### config.mk
export PLATFORM = sky130hd
export DESIGN_NAME = fft16_stage_seq
export DESIGN_NICKNAME = d
export VERILOG_FILES = /design/src/rtl/fft16_stage_seq.sv
export SDC_FILE = /design/constraint.sdc
export NUM_CORES = 1
export LEC_CHECK = 0
export CAP_MARGIN = 30
export CORE_AREA = 5 5 431 433
export CTS_CLUSTER_SIZE = 20
export DETAILED_ROUTE_END_ITERATION = 16
export DIE_AREA = 0 0 436 438
export PLACE_DENSITY_LB_ADDON = 0.15
export SLEW_MARGIN = 20
export SYNTH_ARGS = -nofsm -noshare
export SYNTH_HDL_FRONTEND = slang
export SYNTH_SLANG_ARGS = --single-unit
### constraint.sdc
create_clock -name clk -period 2.6 [get_ports clk]
set_input_delay 0.39 -clock clk [delete_from_list [all_inputs] [get_ports clk]]
set_output_delay 0.39 -clock clk [all_outputs]
set_load 0.05 [all_outputs]
### src/rtl/fft16_stage_seq.sv
// Gathers a 16-sample frame, hands it in parallel to the stage-1 butterfly bank, streams results back out.
// Output is valid 2 edges after the last sample is accepted. in_ready is low in CALC/UNLOAD, and the output holds while out_ready is low.
module fft16_stage_seq #(
    parameter int WIDTH = 16
) (
    input  logic                  clk,
    input  logic                  rst_n,
    input  logic                  clear,
    input  logic                  in_valid,
    output logic                  in_ready,
    input  logic [WIDTH-1:0]      in_re,
    input  logic [WIDTH-1:0]      in_im,
    input  logic                  in_last,
    output logic [16*WIDTH-1:0]   bf_xr,
    output logic [16*WIDTH-1:0]   bf_xi,
    input  logic [16*WIDTH-1:0]   bf_yr,
    input  logic [16*WIDTH-1:0]   bf_yi,
    output logic                  out_valid,
    input  logic                  out_ready,
    output logic [WIDTH-1:0]      out_re,
    output logic [WIDTH-1:0]      out_im,
    output logic [3:0]            out_idx,
    output logic                  out_last,
    output logic                  frame_err,
    output logic [7:0]            frame_cnt,
    output logic                  busy
);
    typedef enum logic [1:0] {S_LOAD = 2'd0, S_CALC = 2'd1, S_UNLOAD = 2'd2} state_t;

    state_t           state_q, state_d;
    logic [WIDTH-1:0] ire_q [16];
    logic [WIDTH-1:0] iim_q [16];
    logic [WIDTH-1:0] ore_q [16];
    logic [WIDTH-1:0] oim_q [16];
    logic [3:0]       wr_idx_q, rd_idx_q;
    logic [7:0]       frame_cnt_q;
    logic             err_q;
    logic             in_fire, out_fire, last_slot, bad_frame, frame_in, frame_out;

    assign in_fire   = in_valid && in_ready;
    assign last_slot = (wr_idx_q == 4'd15);
    // in_last must coincide exactly with the 16th slot; anything else aborts the partial frame
    assign bad_frame = in_fire && (in_last != last_slot);
    assign frame_in  = in_fire && in_last && last_slot;
    assign out_fire  = out_valid && out_ready;
    assign frame_out = out_fire && (rd_idx_q == 4'd15);

    always_ff @(posedge clk or negedge rst_n) begin
        if (!rst_n) begin
            state_q <= S_LOAD;
        end else begin
            state_q <= state_d;
        end
    end

    always_comb begin
        state_d = state_q;
        if (clear) begin
            state_d = S_LOAD;
        end else begin
            case (state_q)
                S_LOAD:   if (frame_in) state_d = S_CALC;
                S_CALC:   state_d = S_UNLOAD;
                S_UNLOAD: if (frame_out) state_d = S_LOAD;
                default:  state_d = S_LOAD;
            endcase
        end
    end

    always_comb begin
        in_ready  = (state_q == S_LOAD);
        out_valid = (state_q == S_UNLOAD);
        busy      = (state_q != S_LOAD);
        out_idx   = rd_idx_q;
        out_last  = out_valid && (rd_idx_q == 4'd15);
        out_re    = out_valid ? ore_q[rd_idx_q] : '0;
        out_im    = out_valid ? oim_q[rd_idx_q] : '0;
    end

    assign frame_err = err_q;
    assign frame_cnt = frame_cnt_q;

    always_ff @(posedge clk or negedge rst_n) begin
        if (!rst_n) begin
            for (int k = 0; k < 16; k++) begin
                ire_q[k] <= '0;
                iim_q[k] <= '0;
                ore_q[k] <= '0;
                oim_q[k] <= '0;
            end
            wr_idx_q    <= 4'd0;
            rd_idx_q    <= 4'd0;
            frame_cnt_q <= 8'd0;
            err_q       <= 1'b0;
        end else if (clear) begin
            wr_idx_q <= 4'd0;
            rd_idx_q <= 4'd0;
            err_q    <= 1'b0;
        end else begin
            err_q <= bad_frame;
            if (in_fire) begin
                if (bad_frame) begin
                    wr_idx_q <= 4'd0;
                end else begin
                    ire_q[wr_idx_q] <= in_re;
                    iim_q[wr_idx_q] <= in_im;
                    wr_idx_q        <= wr_idx_q + 4'd1;
                end
            end
            if (state_q == S_CALC) begin
                for (int k = 0; k < 16; k++) begin
                    ore_q[k] <= bf_yr[k*WIDTH +: WIDTH];
                    oim_q[k] <= bf_yi[k*WIDTH +: WIDTH];
                end
                rd_idx_q <= 4'd0;
            end
            if (out_fire) begin
                rd_idx_q <= rd_idx_q + 4'd1;
                if (frame_out) begin
                    frame_cnt_q <= frame_cnt_q + 8'd1;
                end
            end
        end
    end

    for (genvar k = 0; k < 16; k++) begin : g_flat
        assign bf_xr[k*WIDTH +: WIDTH] = ire_q[k];
        assign bf_xi[k*WIDTH +: WIDTH] = iim_q[k];
    end

endmodule
* Word-level counts from Yosys, hierarchy flattened
Index checks and enable logic that the tools add are counted.
Storage, ports and cells: bits in registers 1043, logic and storage cells 125
Cells by class: add/subtract/negate cells 3, magnitude comparators 3, equality and inequality tests 7, mux-type cells 23, bitwise operators 4, reductions and logical operators 16
Operators with widths (number):
- bitwise mux 256 bit | 2
- binary-select mux 16 bit (select 4 bit) | 2
- two-way mux 16 bit | 7
- demux 16 bit (select 4 bit) | 1
- two-way mux 4 bit | 6
- >= comparator 5 bit, second input constant | 2
- inverter 4 -> 5 bit | 2
- adder 4 x 1 -> 4 bit, second input constant | 2
- adder 8 x 1 -> 8 bit, second input constant | 1
- == test 4 bit, second input constant | 2
- logical AND 1 bit | 8
- two-way mux 2 bit | 3
- != test 3 x 2 -> 1 bit, second input constant | 2
- case mux 2 bit (3 select lines) | 1
- AND reduction 3 bit | 2
- less-than comparator 5 x 1 -> 1 bit, second input constant | 1
- AND reduction 2 bit | 2
- nonzero test 2 bit | 2
- nonzero test 3 bit | 1
- == test 2 x 1 -> 1 bit, second input constant | 1
- == test 2 bit, second input constant | 1
- zero test 2 bit | 1
- inverter 1 bit | 2
- two-way mux 1 bit | 1
- != test 1 bit | 1

* Depth between registers and ports, before layout
depth after elaboration 7, gate-level depth with buffers 8, mapped depth without buffers 5

* Least setup slack after synthesis
OpenSTA, ideal clock, no wires.
kind register -> output, start register rd_idx_q[0], in the netlist out_idx[0], end output out_im[5], arrival 3036 ps, setup slack -826 ps, stages on the path, launching flop included 8, path buffers 3, cells stage by stage dfrtp_1 -> clkbuf_1 -> buf_2 -> clkbuf_1 -> mux2i_1 -> a22oi_1 -> nand2_1 -> o21ai_0
Between the ends: word-level cells in the longest chain between the ends 5
Ends and longest elaborated chain:
- start: declaration | RTL line 35 | logic [3:0] wr_idx_q, rd_idx_q;
- start signal: assignment | RTL line 118 | rd_idx_q <= rd_idx_q + 4'd1;
- inverter 4 -> 5 bit (not written as such) | RTL line 77 | out_im = out_valid ? oim_q[rd_idx_q] : '0;
- binary-select mux 16 bit (select 4 bit) | RTL line 77
- two-way mux 16 bit (not written as such) (2 in a row) | RTL line 77
- two-way mux 16 bit | RTL line 77
- end: declaration | RTL line 21 | output logic [WIDTH-1:0] out_im,
Every way passes these cells. The select of a mux whose other input is x is not followed.

* Final worst setup path
start register rd_idx_q[1], in the netlist out_idx[1], end output out_im[1]
Same word-level chain as after synthesis.

==> impl_metrics.yaml <==
status:
  status: "finished with violations"
  violations: "negative setup slack"
cts:
  cts_max_path_buffers: 3
  cts_sinks: 1043
  worstSkewPairLatency_ns: 0.80
  root_buffer: "clkbuf_16"
  clk_pin_slew_ns: 0.06
  htreeDepth: 4
  cts_made_buffers: 133
  cts_tree: "yes"
job:
  max-cap-violations: 0
power_and_ir_drop:
  p_leak_nw: 28.9
  p_per_area_nw_per_um2: 634
  irDropWorstVdd_v: 0.000518
timing:
  relSlewSlack_pct: 42.5
  layout_setup_ws_ns: -0.496
  fmax_ghz: 0.323
  rsz0062_at_grt: "true"
  fin_crit_sh_pct: 119
  layout_min_cycle_time_ns: 3.10
  tightest_slew_ns: 0.859
  maxSlewViolCount: 0
  setup_viol: 33
  fin_tns_setup_ns: -13.63
  fin_skew_ns: 0.0360
  hold_violations: 0
placement:
  place_area_um2: 59700
  gp_congestion: 0.805
  post-place-ws_ns: -0.131
  port_buffers: 1110
  dp_hpwl_mm: 154
floorplan:
  initial_core_util_pct: 23.9
  core_area_um2: 182000
  die-area_um2: 191000
  fp.dieW_um: 436
  num_rows: 157
  ios: 1111
  die_h_um: 438
grt:
  antenna_found_initial: 127
  grt_max_degree: 86
  track_usage_pct: 20.6
  first_global_vias: 31900
  grt_pass1_wl_mm: 275
  grt_overflow: 0
setup_path:
  crit-reg2reg-launch: "state_q[0]$_DFFE_PN0P_"
  endpoint_kind: "output port"
  rrSetupSlack_ns: 0.28
  worstPathMaxFanout: 8
  reg2regPathDepth: 7
  critical_path.startpoint_type: "register"
  path_class: "register to output port"
  worstPathRequired_ns: 2.21
  crit_arrival_ns: 2.71
  reg2reg_to: "bf_xi[131]$_DFFE_PN0P_"
layout:
  nets: 4699
  drive_gt1_share_pct: 42.0
  fin_util_pct: 36.4
  area_growth_syn_to_layout_pct: 52.6
  layout_common_cells: "clkdlybuf4s50_1 (1042), dfrtp_1 (1039), mux2_2 (1004)"
  final_area_um2: 66200
  final_common_cell: "clkdlybuf4s50_1"
yosys:
  synth-seq-area-share_pct: 60.2
  syn_avg_cell_area_um2: 15.3
  ys_top_cells_by_area: "dfrtp_1 (60%), mux2_2 (26%), mux2i_1 (4.4%)"
  syn_inst: 2835
  synth.top_cell.area_share_pct: 60.2
  yosys.area_share.adder_pct: 0.173
  synth_nets: 3391
  synth_area_leader_cell: "dfrtp_1"
  synth_simple_gate_area_share_pct: 2.18
  ys_warn_count: 0
  synth_compound_area_share_pct: 2.26
  synth_area_um2: 43400
  synth_top_family_by_area: "multiplexers"
  synth_cell_types: 43
  synthMuxAreaShare_pct: 32.8
  ys_seq_elements: 1043
  synth-xor-area-share_pct: 0.182
detailed_routing:
  viasPerCell: 4.50
  vias: 30000
  drt-total-wl_mm: 202
  dr.pass1.iters: 5
  antenna_left: 0
  drtIter0Drc: 1439
  wire_per_inst_um: 30.2
  drc_errors: 0
min_path:
  hp-class: "input port to asynchronous set/reset pin"
-- cell type report --
type	count	area, um2
antenna	41	103
clock buffer	195	3840
clock inverter	38	529
fill	17700	116000
inverter	5	18.8
multi-input combinational	1579	17600
sequential	1043	26100
tap	2385	2980
timing repair buffer	1381	15000
-- cells by family after synthesis --
| group | after synthesis |
|---|---|
| mux | 1250 |
| flops | 1043 |
| buf+inv | 213 |
| simple gates | 171 |
| compound gates | 143 |
| xor+xnor | 9 |
| fa+ha+maj | 6 |
-- worst max-delay path by stage --
stage / from / endpoint / slack, ns / depth (start not counted)
final: out_idx[1]$_DFFE_PN0P_ / out_im[1] / -0.50 / 8
after CTS: out_idx[0]$_DFFE_PN0P_ / out_im[2] / -0.59 / 8
after detailed placement: out_idx[2]$_DFFE_PN0P_ / out_im[5] / -0.13 / 9
after global routing: out_idx[1]$_DFFE_PN0P_ / out_im[1] / -0.60 / 8
after global placement: out_idx[0]$_DFFE_PN0P_ / out_re[11] / -0.08 / 7
after floorplan: state_q[1]$_DFFE_PN0P_ / out_im[5] / -0.09 / 4
-- critical path, cell delays in order (launching register included) --
cell      delay, ns
dfrtp_4        0.45
buf_12         0.18
buf_4          0.14
buf_8          0.12
mux4_2         0.52
nand2b_4       0.18
nand3_2        0.09
o21ai_4        0.06
buf_12         0.16
-- through the flow --
stage          hold slack (ns)  cells  total power [mW]
2_1_floorplan           0.0944   2835              20.4
3_3_place_gp             0.397   6323              23.5
3_5_place_dp             0.398   6325              23.6
4_1_cts                  0.120   6599              42.6
5_1_grt                  0.143   6648              43.6
6_report                 0.171   6667              42.0
-- cells in the mapped netlist --
cell type / n
buf_4: 1
nand2_4: 2
xnor2_1: 7
a22oi_1: 97
clkbuf_1: 92
mux2_1: 21
a31oi_1: 4
and2_1: 4
nor4b_4: 1
buf_6: 7
a21o_1: 1
mux2_2: 1004
nand3b_1: 4
nor3_1: 4
nand3_1: 38
buf_1: 9
nor2b_1: 7
buf_2: 99
mux2i_1: 191
nor3_2: 1
and4_1: 2
a22o_1: 1
inv_1: 5
or4b_1: 1
o22ai_1: 1
dfrtp_1: 1043
mux4_2: 33
nand4_1: 6
nand2_1: 44
a32oi_1: 1
nor2_1: 13
a21oi_1: 3
mux2_4: 1
a41o_1: 1
nand3_2: 1
nand2b_1: 34
xor2_1: 2
or3_1: 2
and3_1: 4
nor3_4: 2
ha_1: 6
o21ai_0: 34
nor2_2: 1
-- report_power, final --
part           switching (mW)  total (mW)  internal (mW)
Sequential              0.548        17.7           17.2
Clock                    7.67        18.7           11.0
Combinational            3.22        5.57           2.35
Total                    11.4        42.0           30.5
-- repair_timing --
item,in CTS,in global routing
endpoints found under the setup margin,47,37
hold buffers,1,0
resized for setup,185,92
pin swaps,43,38
buffers inserted,28,24
endpoints found under the hold margin,24,0
gates cloned,12,6
-- flip-flops by register name, summed over array words and instances, names as in the netlist --
name / count
bf_xi: 256
bf_xr: 256
oim_q: 256
ore_q: 256
frame_cnt: 8
out_idx: 4
wr_idx_q: 4
state_q: 2
frame_err: 1
-- metal layers --
| metal | track usage [%] | wire, um | share of wire, % |
|---|---|---|---|
| met3 | 6.21 | 12300 | 6.1 |
| met1 | 22.4 | 74200 | 37 |
| met5 | 0 | 437 | 0.22 |
| met4 | 6.73 | 7410 | 3.7 |
| met2 | 37.9 | 107000 | 53 |
No activity file was read; power rests on OpenSTA's default activity.
